--- config.mk ---
export PLATFORM = sky130hd
export DESIGN_NAME = ps2_host_cmd_ctrl_flat
export DESIGN_NICKNAME = d
export VERILOG_FILES = /design/src/rtl/ps2_pkg.sv /design/src/rtl/ps2_host_cmd_ctrl_if.sv /design/src/rtl/ps2_cycle_timer.sv /design/src/rtl/ps2_host_cmd_ctrl.sv /design/src/flat_wrapper.sv
export SDC_FILE = /design/constraint.sdc
export NUM_CORES = 1
export LEC_CHECK = 0
export ABC_CLOCK_PERIOD_IN_PS = 2100
export BUFFER_PORTS_ARGS = -buffer_cell sky130_fd_sc_hd__buf_2
export CORE_MARGIN = 5
export CORE_UTILIZATION = 45
export CTS_CLUSTER_SIZE = 25
export DETAILED_ROUTE_END_ITERATION = 10
export PLACE_DENSITY = 0.67
export SLEW_MARGIN = 20
export SYNTH_ARGS = -nofsm -noshare
export SYNTH_HDL_FRONTEND = slang
export SYNTH_SLANG_ARGS = --single-unit
--- constraint.sdc ---
create_clock -name clk -period 2.1 [get_ports clk]
set_input_delay 0.42 -clock clk [delete_from_list [all_inputs] [get_ports clk]]
set_output_delay 0.42 -clock clk [all_outputs]
set_load 0.01 [all_outputs]
--- src/rtl/ps2_pkg.sv ---
// Shared types and constants for the PS/2 host command sequencer.
package ps2_pkg;

    typedef enum logic [2:0] {
        ST_IDLE,
        ST_INHIBIT,
        ST_SEND,
        ST_WAIT_ACK,
        ST_RESP
    } state_t;

    typedef enum logic [1:0] {
        STAT_OK          = 2'b00,
        STAT_RESEND_FAIL = 2'b01,
        STAT_TIMEOUT     = 2'b10
    } status_t;

    localparam logic [7:0] PS2_ACK    = 8'hFA;
    localparam logic [7:0] PS2_RESEND = 8'hFE;

    function automatic int max_int(input int a, input int b);
        return (a > b) ? a : b;
    endfunction

endpackage

--- src/rtl/ps2_host_cmd_ctrl_if.sv ---
// Command, response, PS/2 rx/tx and scan-code signals of the host command sequencer.
interface ps2_host_cmd_ctrl_if;

    logic       cmd_valid;
    logic [7:0] cmd_byte;
    logic       cmd_ready;
    logic       rsp_valid;
    logic [1:0] rsp_status;
    logic [7:0] rx_data;
    logic       rx_valid;
    logic       tx_start;
    logic [7:0] tx_byte;
    logic       tx_done;
    logic       ps2_inhibit;
    logic [7:0] scan_data;
    logic       scan_valid;

    // System command logic plus the PS/2 receiver/transmitter pair.
    modport master (
        output cmd_valid, cmd_byte, rx_data, rx_valid, tx_done,
        input  cmd_ready, rsp_valid, rsp_status, tx_start, tx_byte,
               ps2_inhibit, scan_data, scan_valid
    );

    // The sequencer itself.
    modport slave (
        input  cmd_valid, cmd_byte, rx_data, rx_valid, tx_done,
        output cmd_ready, rsp_valid, rsp_status, tx_start, tx_byte,
               ps2_inhibit, scan_data, scan_valid
    );

endinterface

--- src/rtl/ps2_cycle_timer.sv ---
// Saturating up-counter whose terminal count is loaded at the start of each phase.
module ps2_cycle_timer #(
    parameter int WIDTH = 16
) (
    input  logic             clk,
    input  logic             reset_n,
    input  logic             load,
    input  logic [WIDTH-1:0] load_value,
    input  logic             clear,
    input  logic             enable,
    output logic             tc
);

    logic [WIDTH-1:0] count;
    logic [WIDTH-1:0] limit;

    // NOTE: sequential state uses non-blocking assignments so every flop samples pre-edge values.
    always_ff @(posedge clk) begin
        if (!reset_n) begin
            count <= '0;
            limit <= '0;
        end else if (load) begin
            count <= '0;
            limit <= load_value;
        end else if (clear) begin
            count <= '0;
        end else if (enable && (count != '1)) begin
            count <= count + WIDTH'(1);
        end
    end

    assign tc = (count == limit);

endmodule

--- src/rtl/ps2_host_cmd_ctrl.sv ---
// PS/2 host command sequencer: inhibit, send, await ACK/RESEND with retry and timeout,
// and forward every other received byte as a scan code.
module ps2_host_cmd_ctrl
    import ps2_pkg::*;
#(
    parameter int INHIBIT_CYCLES = 5000,
    parameter int TIMEOUT_CYCLES = 1000000,
    parameter int MAX_RETRY      = 3
) (
    input  logic                 clk,
    input  logic                 reset_n,
    ps2_host_cmd_ctrl_if.slave   bus
);

    localparam int TW = $clog2(max_int(INHIBIT_CYCLES, TIMEOUT_CYCLES) + 1);
    localparam int RW = (MAX_RETRY > 0) ? $clog2(MAX_RETRY + 1) : 1;

    localparam logic [TW-1:0] INHIBIT_LAST = TW'(INHIBIT_CYCLES - 1);
    localparam logic [TW-1:0] TIMEOUT_LAST = TW'(TIMEOUT_CYCLES - 1);
    localparam logic [RW-1:0] RETRY_LAST   = RW'(MAX_RETRY);

    state_t          state;
    state_t          next_state;
    status_t         status;
    status_t         status_d;
    logic [RW-1:0]   retry;
    logic            retry_inc;
    logic            rx_consumed;
    logic            send_first;
    logic [7:0]      tx_byte_q;
    logic [7:0]      scan_data_q;
    logic            scan_valid_q;

    logic            timer_load;
    logic [TW-1:0]   timer_limit;
    logic            timer_clear;
    logic            timer_en;
    logic            timer_tc;

    // NOTE: every signal written here gets a default first, so no latch is inferred.
    always_comb begin
        next_state  = state;
        status_d    = status;
        retry_inc   = 1'b0;
        rx_consumed = 1'b0;
        unique case (state)
            ST_IDLE: begin
                if (bus.cmd_valid) next_state = ST_INHIBIT;
            end
            ST_INHIBIT: begin
                if (timer_tc) next_state = ST_SEND;
            end
            ST_SEND: begin
                if (timer_tc) begin
                    next_state = ST_RESP;
                    status_d   = STAT_TIMEOUT;
                end else if (bus.tx_done) begin
                    next_state = ST_WAIT_ACK;
                end
            end
            ST_WAIT_ACK: begin
                // A reply landing on the timeout cycle still counts as the reply.
                if (bus.rx_valid && (bus.rx_data == PS2_ACK)) begin
                    rx_consumed = 1'b1;
                    next_state  = ST_RESP;
                    status_d    = STAT_OK;
                end else if (bus.rx_valid && (bus.rx_data == PS2_RESEND)) begin
                    rx_consumed = 1'b1;
                    if (retry == RETRY_LAST) begin
                        next_state = ST_RESP;
                        status_d   = STAT_RESEND_FAIL;
                    end else begin
                        next_state = ST_INHIBIT;
                        retry_inc  = 1'b1;
                    end
                end else if (timer_tc) begin
                    next_state = ST_RESP;
                    status_d   = STAT_TIMEOUT;
                end
            end
            ST_RESP: begin
                next_state = ST_IDLE;
            end
            default: begin
                next_state = ST_IDLE;
            end
        endcase
    end

    // One timer serves both phases: entering INHIBIT or SEND restarts it with that phase's limit.
    always_comb begin
        timer_load  = (next_state != state) &&
                      ((next_state == ST_INHIBIT) || (next_state == ST_SEND));
        timer_limit = (next_state == ST_INHIBIT) ? INHIBIT_LAST : TIMEOUT_LAST;
        timer_clear = (state == ST_IDLE);
        timer_en    = (state == ST_INHIBIT) || (state == ST_SEND) || (state == ST_WAIT_ACK);
    end

    ps2_cycle_timer #(
        .WIDTH(TW)
    ) u_timer (
        .clk        (clk),
        .reset_n    (reset_n),
        .load       (timer_load),
        .load_value (timer_limit),
        .clear      (timer_clear),
        .enable     (timer_en),
        .tc         (timer_tc)
    );

    always_ff @(posedge clk) begin
        if (!reset_n) begin
            state        <= ST_IDLE;
            status       <= STAT_OK;
            retry        <= '0;
            send_first   <= 1'b0;
            tx_byte_q    <= '0;
            scan_valid_q <= 1'b0;
            scan_data_q  <= '0;
        end else begin
            state      <= next_state;
            status     <= status_d;
            send_first <= (next_state == ST_SEND) && (state != ST_SEND);
            if ((state == ST_IDLE) && bus.cmd_valid) begin
                tx_byte_q <= bus.cmd_byte;
                retry     <= '0;
            end else if (retry_inc) begin
                retry <= retry + RW'(1);
            end
            scan_valid_q <= bus.rx_valid && !rx_consumed;
            if (bus.rx_valid && !rx_consumed) scan_data_q <= bus.rx_data;
        end
    end

    assign bus.cmd_ready   = (state == ST_IDLE);
    assign bus.rsp_valid   = (state == ST_RESP);
    assign bus.rsp_status  = status;
    assign bus.tx_start    = (state == ST_SEND) && send_first;
    assign bus.tx_byte     = tx_byte_q;
    assign bus.ps2_inhibit = (state == ST_INHIBIT);
    assign bus.scan_data   = scan_data_q;
    assign bus.scan_valid  = scan_valid_q;

endmodule

--- src/flat_wrapper.sv ---
// flat-port wrapper written by rule: the top's interface ports become plain ports
module ps2_host_cmd_ctrl_flat import ps2_pkg::*;
#(
    parameter int INHIBIT_CYCLES = 5000,
    parameter int TIMEOUT_CYCLES = 1000000,
    parameter int MAX_RETRY      = 3
)
  (clk, reset_n, bus_cmd_valid, bus_cmd_byte, bus_rx_data, bus_rx_valid, bus_tx_done, bus_cmd_ready, bus_rsp_valid, bus_rsp_status, bus_tx_start, bus_tx_byte, bus_ps2_inhibit, bus_scan_data, bus_scan_valid);
  ps2_host_cmd_ctrl_if bus_i ();
  input  logic clk;
  input  logic reset_n;
  input wire logic [$bits(bus_i.cmd_valid)-1:0] bus_cmd_valid;
  input wire logic [$bits(bus_i.cmd_byte)-1:0] bus_cmd_byte;
  input wire logic [$bits(bus_i.rx_data)-1:0] bus_rx_data;
  input wire logic [$bits(bus_i.rx_valid)-1:0] bus_rx_valid;
  input wire logic [$bits(bus_i.tx_done)-1:0] bus_tx_done;
  output wire logic [$bits(bus_i.cmd_ready)-1:0] bus_cmd_ready;
  output wire logic [$bits(bus_i.rsp_valid)-1:0] bus_rsp_valid;
  output wire logic [$bits(bus_i.rsp_status)-1:0] bus_rsp_status;
  output wire logic [$bits(bus_i.tx_start)-1:0] bus_tx_start;
  output wire logic [$bits(bus_i.tx_byte)-1:0] bus_tx_byte;
  output wire logic [$bits(bus_i.ps2_inhibit)-1:0] bus_ps2_inhibit;
  output wire logic [$bits(bus_i.scan_data)-1:0] bus_scan_data;
  output wire logic [$bits(bus_i.scan_valid)-1:0] bus_scan_valid;
  assign bus_i.cmd_valid = bus_cmd_valid;
  assign bus_i.cmd_byte = bus_cmd_byte;
  assign bus_i.rx_data = bus_rx_data;
  assign bus_i.rx_valid = bus_rx_valid;
  assign bus_i.tx_done = bus_tx_done;
  assign bus_cmd_ready = bus_i.cmd_ready;
  assign bus_rsp_valid = bus_i.rsp_valid;
  assign bus_rsp_status = bus_i.rsp_status;
  assign bus_tx_start = bus_i.tx_start;
  assign bus_tx_byte = bus_i.tx_byte;
  assign bus_ps2_inhibit = bus_i.ps2_inhibit;
  assign bus_scan_data = bus_i.scan_data;
  assign bus_scan_valid = bus_i.scan_valid;
  ps2_host_cmd_ctrl #(.INHIBIT_CYCLES(INHIBIT_CYCLES), .TIMEOUT_CYCLES(TIMEOUT_CYCLES), .MAX_RETRY(MAX_RETRY)) u_core (.clk(clk), .reset_n(reset_n), .bus(bus_i));
endmodule
==> metrics.csv <==
stage;metric;value;unit
sta;worstMarginPinSlew;0.488;ns
worst_setup_path;cp_slowest_cell;or4_4;
die;io_pins;44;
power;max-vdd-ir-drop;0.000298;V
sta;max_slew_margin;66.6;%
worst_setup_path;crit_arrival;2.15;ns
placed_design;dp_slack;0.112;ns
worst_setup_path;cp_slowest_stage_delay;0.56;ns
yosys;synth_cells;263;
detailed_routing;vias;2052;
worst_setup_path;required;2.27;ns
worst_setup_path;end_kind;flop;
detailed_routing;drtIter0Drc;114;
sta;rsz0062_at_grt;no;
clocking;cts_root_buf;clkbuf_8;
power;sw_frac_of_total;28.2;%
worst_setup_path;critPathMaxFanout;12;
die;core_area;0.00504;mm^2
grt;gr-total-overflow;0;
sta;final.period_utilization;94.2;%
clocking;numCtsBuffers;5;
final_layout;final_nets;341;
clocking;clock_latency;0.30;ns
clocking;cts_resized;0;
flow_run;cap_viol_max_count;0;
worst_setup_path;critPathKind;reg -> reg;
yosys;synth_edf_count;0;
hold_path;hold_path_depth;3;
worst_setup_path;r2r-start;u_core.u_timer.count[13];
final_layout;drive_above_1_share;25.7;%
power;clkPwrFrac;30.1;%
yosys;synth-async-reset-ratio;0;%
die;start_util;45.7;%
outcome;outcome;finished clean;
grt;grt_pass1_vias;1868;
clocking;postCtsSetupBuffers;0;
hold_path;min_path_type;in -> reg;
grt;grt_start_max_net_pins;22;
placed_design;dp_hpwl;3.99;mm
worst_setup_path;crit_chain;or4_4 > a2111oi_4 > nand4_4 > o21bai_4 > buf_12 > a211oi_1;
clocking;htree_num_levels;2;
worst_setup_path;r2r-end;u_core.u_timer.count[6];
sta;fmax;0.505;GHz
detailed_routing;viasPerCell;5.28;
die;die_w;81.6;um
power;combPwrFrac;18.7;%
grt;antenna_found_initial;0;
grt;grt_first_pass_wirelength;8.69;mm
hold_path;holdPathEnd;u_core.bus.tx_byte[2];
die;fp-row-count;26;
power;power_density;691;mW/mm^2
yosys;synth_nets;286;
detailed_routing;drc;0;
clocking;max-clock-path-buffers;2;
yosys;synth_largest_area_cell;dfxtp_1;
die;die_y;81.6;um
final_layout;num_antenna_cells;0;
power;seqPwrFrac;51.2;%
yosys;synth.cell_area;0.00230;mm^2
sta;worst_slack;0.121;ns
worst_setup_path;rrSetupSlack;0.12;ns
power;p_int;1.37;mW
yosys;synth_warnings;0;
clocking;path_clk_slew;0.09;ns
die;dieArea;0.00665;mm^2
sta;setup_tns;0;ns
yosys;yosysTopAreaCellShare;41.7;%
sta;finalMaxSlewViolations;0;
power;p_switching;0.538;mW
placed_design;port_buffers;43;
detailed_routing;ant_nets;0;
detailed_routing;wire_per_inst;13.4;um
worst_setup_path;ff2ff_path_depth;6;
clocking;cts_tree;done;
placed_design;gp_congestion;0.831;
yosys;ys_ff_latch;48;
power;leakage;1.11;nW
sta;fin_worst_skew;0.00518;ns
sta;finalHoldViolations;0;
yosys;synthDistinctLibCells;51;
detailed_routing;dr.pass1.iters;4;
yosys;ys_seq_area_share;41.7;%
clocking;ctsHoldBuffers;0;
yosys;synth_flop_cell;dfxtp_1;
yosys;syn_avg_cell_area;8.76;um^2
sta;period_needed;1.98;ns
yosys;synth_top_cells_by_count;48 x dfxtp_1, 34 x nor2_1, 30 x nand2_1;
yosys;synth_area_leaders;dfxtp_1 42%, nor2_1 5.5%, a21oi_1 5.0%;
grt;grt_usage;16.6;%
final_layout;area_delta_synth_final;19.9;%
final_layout;fillers;491;
yosys;yosysMostFrequentCell;dfxtp_1;
detailed_routing;wl;5.22;mm
clocking;cts_sinks;48;
worst_setup_path;start_kind;flop;
hold_path;min-delay-start;bus_cmd_byte[2];
sta;setup_violations;0;
-- cell families (layout without fill, tap and decap cells) --
logic type	after synthesis	in the layout	share of synthesized area, %
and+or+nand+nor	123	123	27.7
AOI/OAI and AO/OA	52	52	16.5
DFF	48	48	41.7
xor gates and xnor gates	16	16	6.08
buffers and inverters	14	70	3.53
muxes	8	8	3.47
adders and majority gates	2	2	1.09
-- power groups by stage --
stage | Combinational [mW] | Sequential [mW] | Clock (mW)
after floorplan | 0.224 | 1.00 | 0
after global placement | 0.357 | 0.998 | 0
after detailed placement | 0.359 | 1.00 | 0
after CTS | 0.361 | 0.978 | 0.595
after global routing | 0.396 | 0.984 | 0.642
final | 0.357 | 0.977 | 0.575
-- routing by layer --
layer / track usage [%] / routed length, um / part of all wire [%] / vias up
li1: - / - / - / 1047
met4: 4.90 / 23 / 0.44 / 0
met3: 4.17 / 359 / 6.9 / 2
met5: 0 / 0 / 0 / -
met1: 23.0 / 2450 / 47 / 948
met2: 25.4 / 2390 / 46 / 55
-- how the worst max path moves through the flow --
| stage | slack (ns) | to | start |
|---|---|---|---|
| 2_1_floorplan | 0.18 | u_core.u_timer.count[17] | u_core.u_timer.count[13] |
| 3_3_place_gp | 0.1 | u_core.u_timer.count[2] | u_core.u_timer.count[15] |
| 3_5_place_dp | 0.11 | u_core.u_timer.count[2] | u_core.u_timer.count[15] |
| 4_1_cts | 0.11 | u_core.u_timer.count[2] | u_core.u_timer.count[15] |
| 5_1_grt | 0.007 | u_core.u_timer.count[2] | u_core.u_timer.count[7] |
| 6_report | 0.12 | u_core.u_timer.count[6] | u_core.u_timer.count[13] |
-- cell type report --
cell class / instances / area [um^2] / share of cell area, %
tap: 70 / 87.6 / 3.17
timing repair buffer: 58 / 340 / 12.3
clock inverter: 2 / 15.0 / 0.543
clock buffer: 6 / 82.6 / 2.99
inverter: 4 / 15.0 / 0.543
multi-input combinational: 201 / 1260 / 45.7
sequential: 48 / 961 / 34.8
-- critical path, delay by kind of cell, from the launching register on --
| kind | cells | cell delay [ns] |
|---|---|---|
| buf+inv | 1 | 0.15 |
| compound gates | 3 | 0.57 |
| simple gates | 2 | 0.77 |
| flops | 1 | 0.36 |
-- cell usage in the layout, fill, tap and decap left out, drive strengths merged, types with 3 or more instances in the layout --
master	instances
a2111oi	3
a211oi	4
a21oi	23
and3	6
and4	3
buf	58
clkbuf	6
dfxtp	48
inv	4
mux2i	8
nand2	30
nand3	14
nand4	7
nor2	36
nor3	5
nor4	5
o21a	3
o21ai	6
or3	4
or4	5
xnor2	8
xor2	8
-- flip-flops by register name (all words and copies together), names as in the netlist --
signal	flops
u_core.bus.rsp_status	2
u_core.bus.scan_data	8
u_core.bus.scan_valid	1
u_core.bus.tx_byte	8
u_core.retry	2
u_core.send_first	1
u_core.state	3
u_core.u_timer.count	20
u_core.u_timer.limit	3
-- metrics by stage --
step                      utilization [%]  std cells  area, um^2  power [mW]  hold WS, ns
after floorplan                         -        263        2300        1.23        0.465
after global placement               52.9        381        2670        1.36        0.439
after detailed placement             52.9        381        2670        1.36        0.448
after CTS                            54.8        389        2760        1.93        0.338
after global routing                 54.8        389        2760        2.02        0.341
final                                54.8        389        2760        1.91        0.349
(Power assumes the default switching activity.)
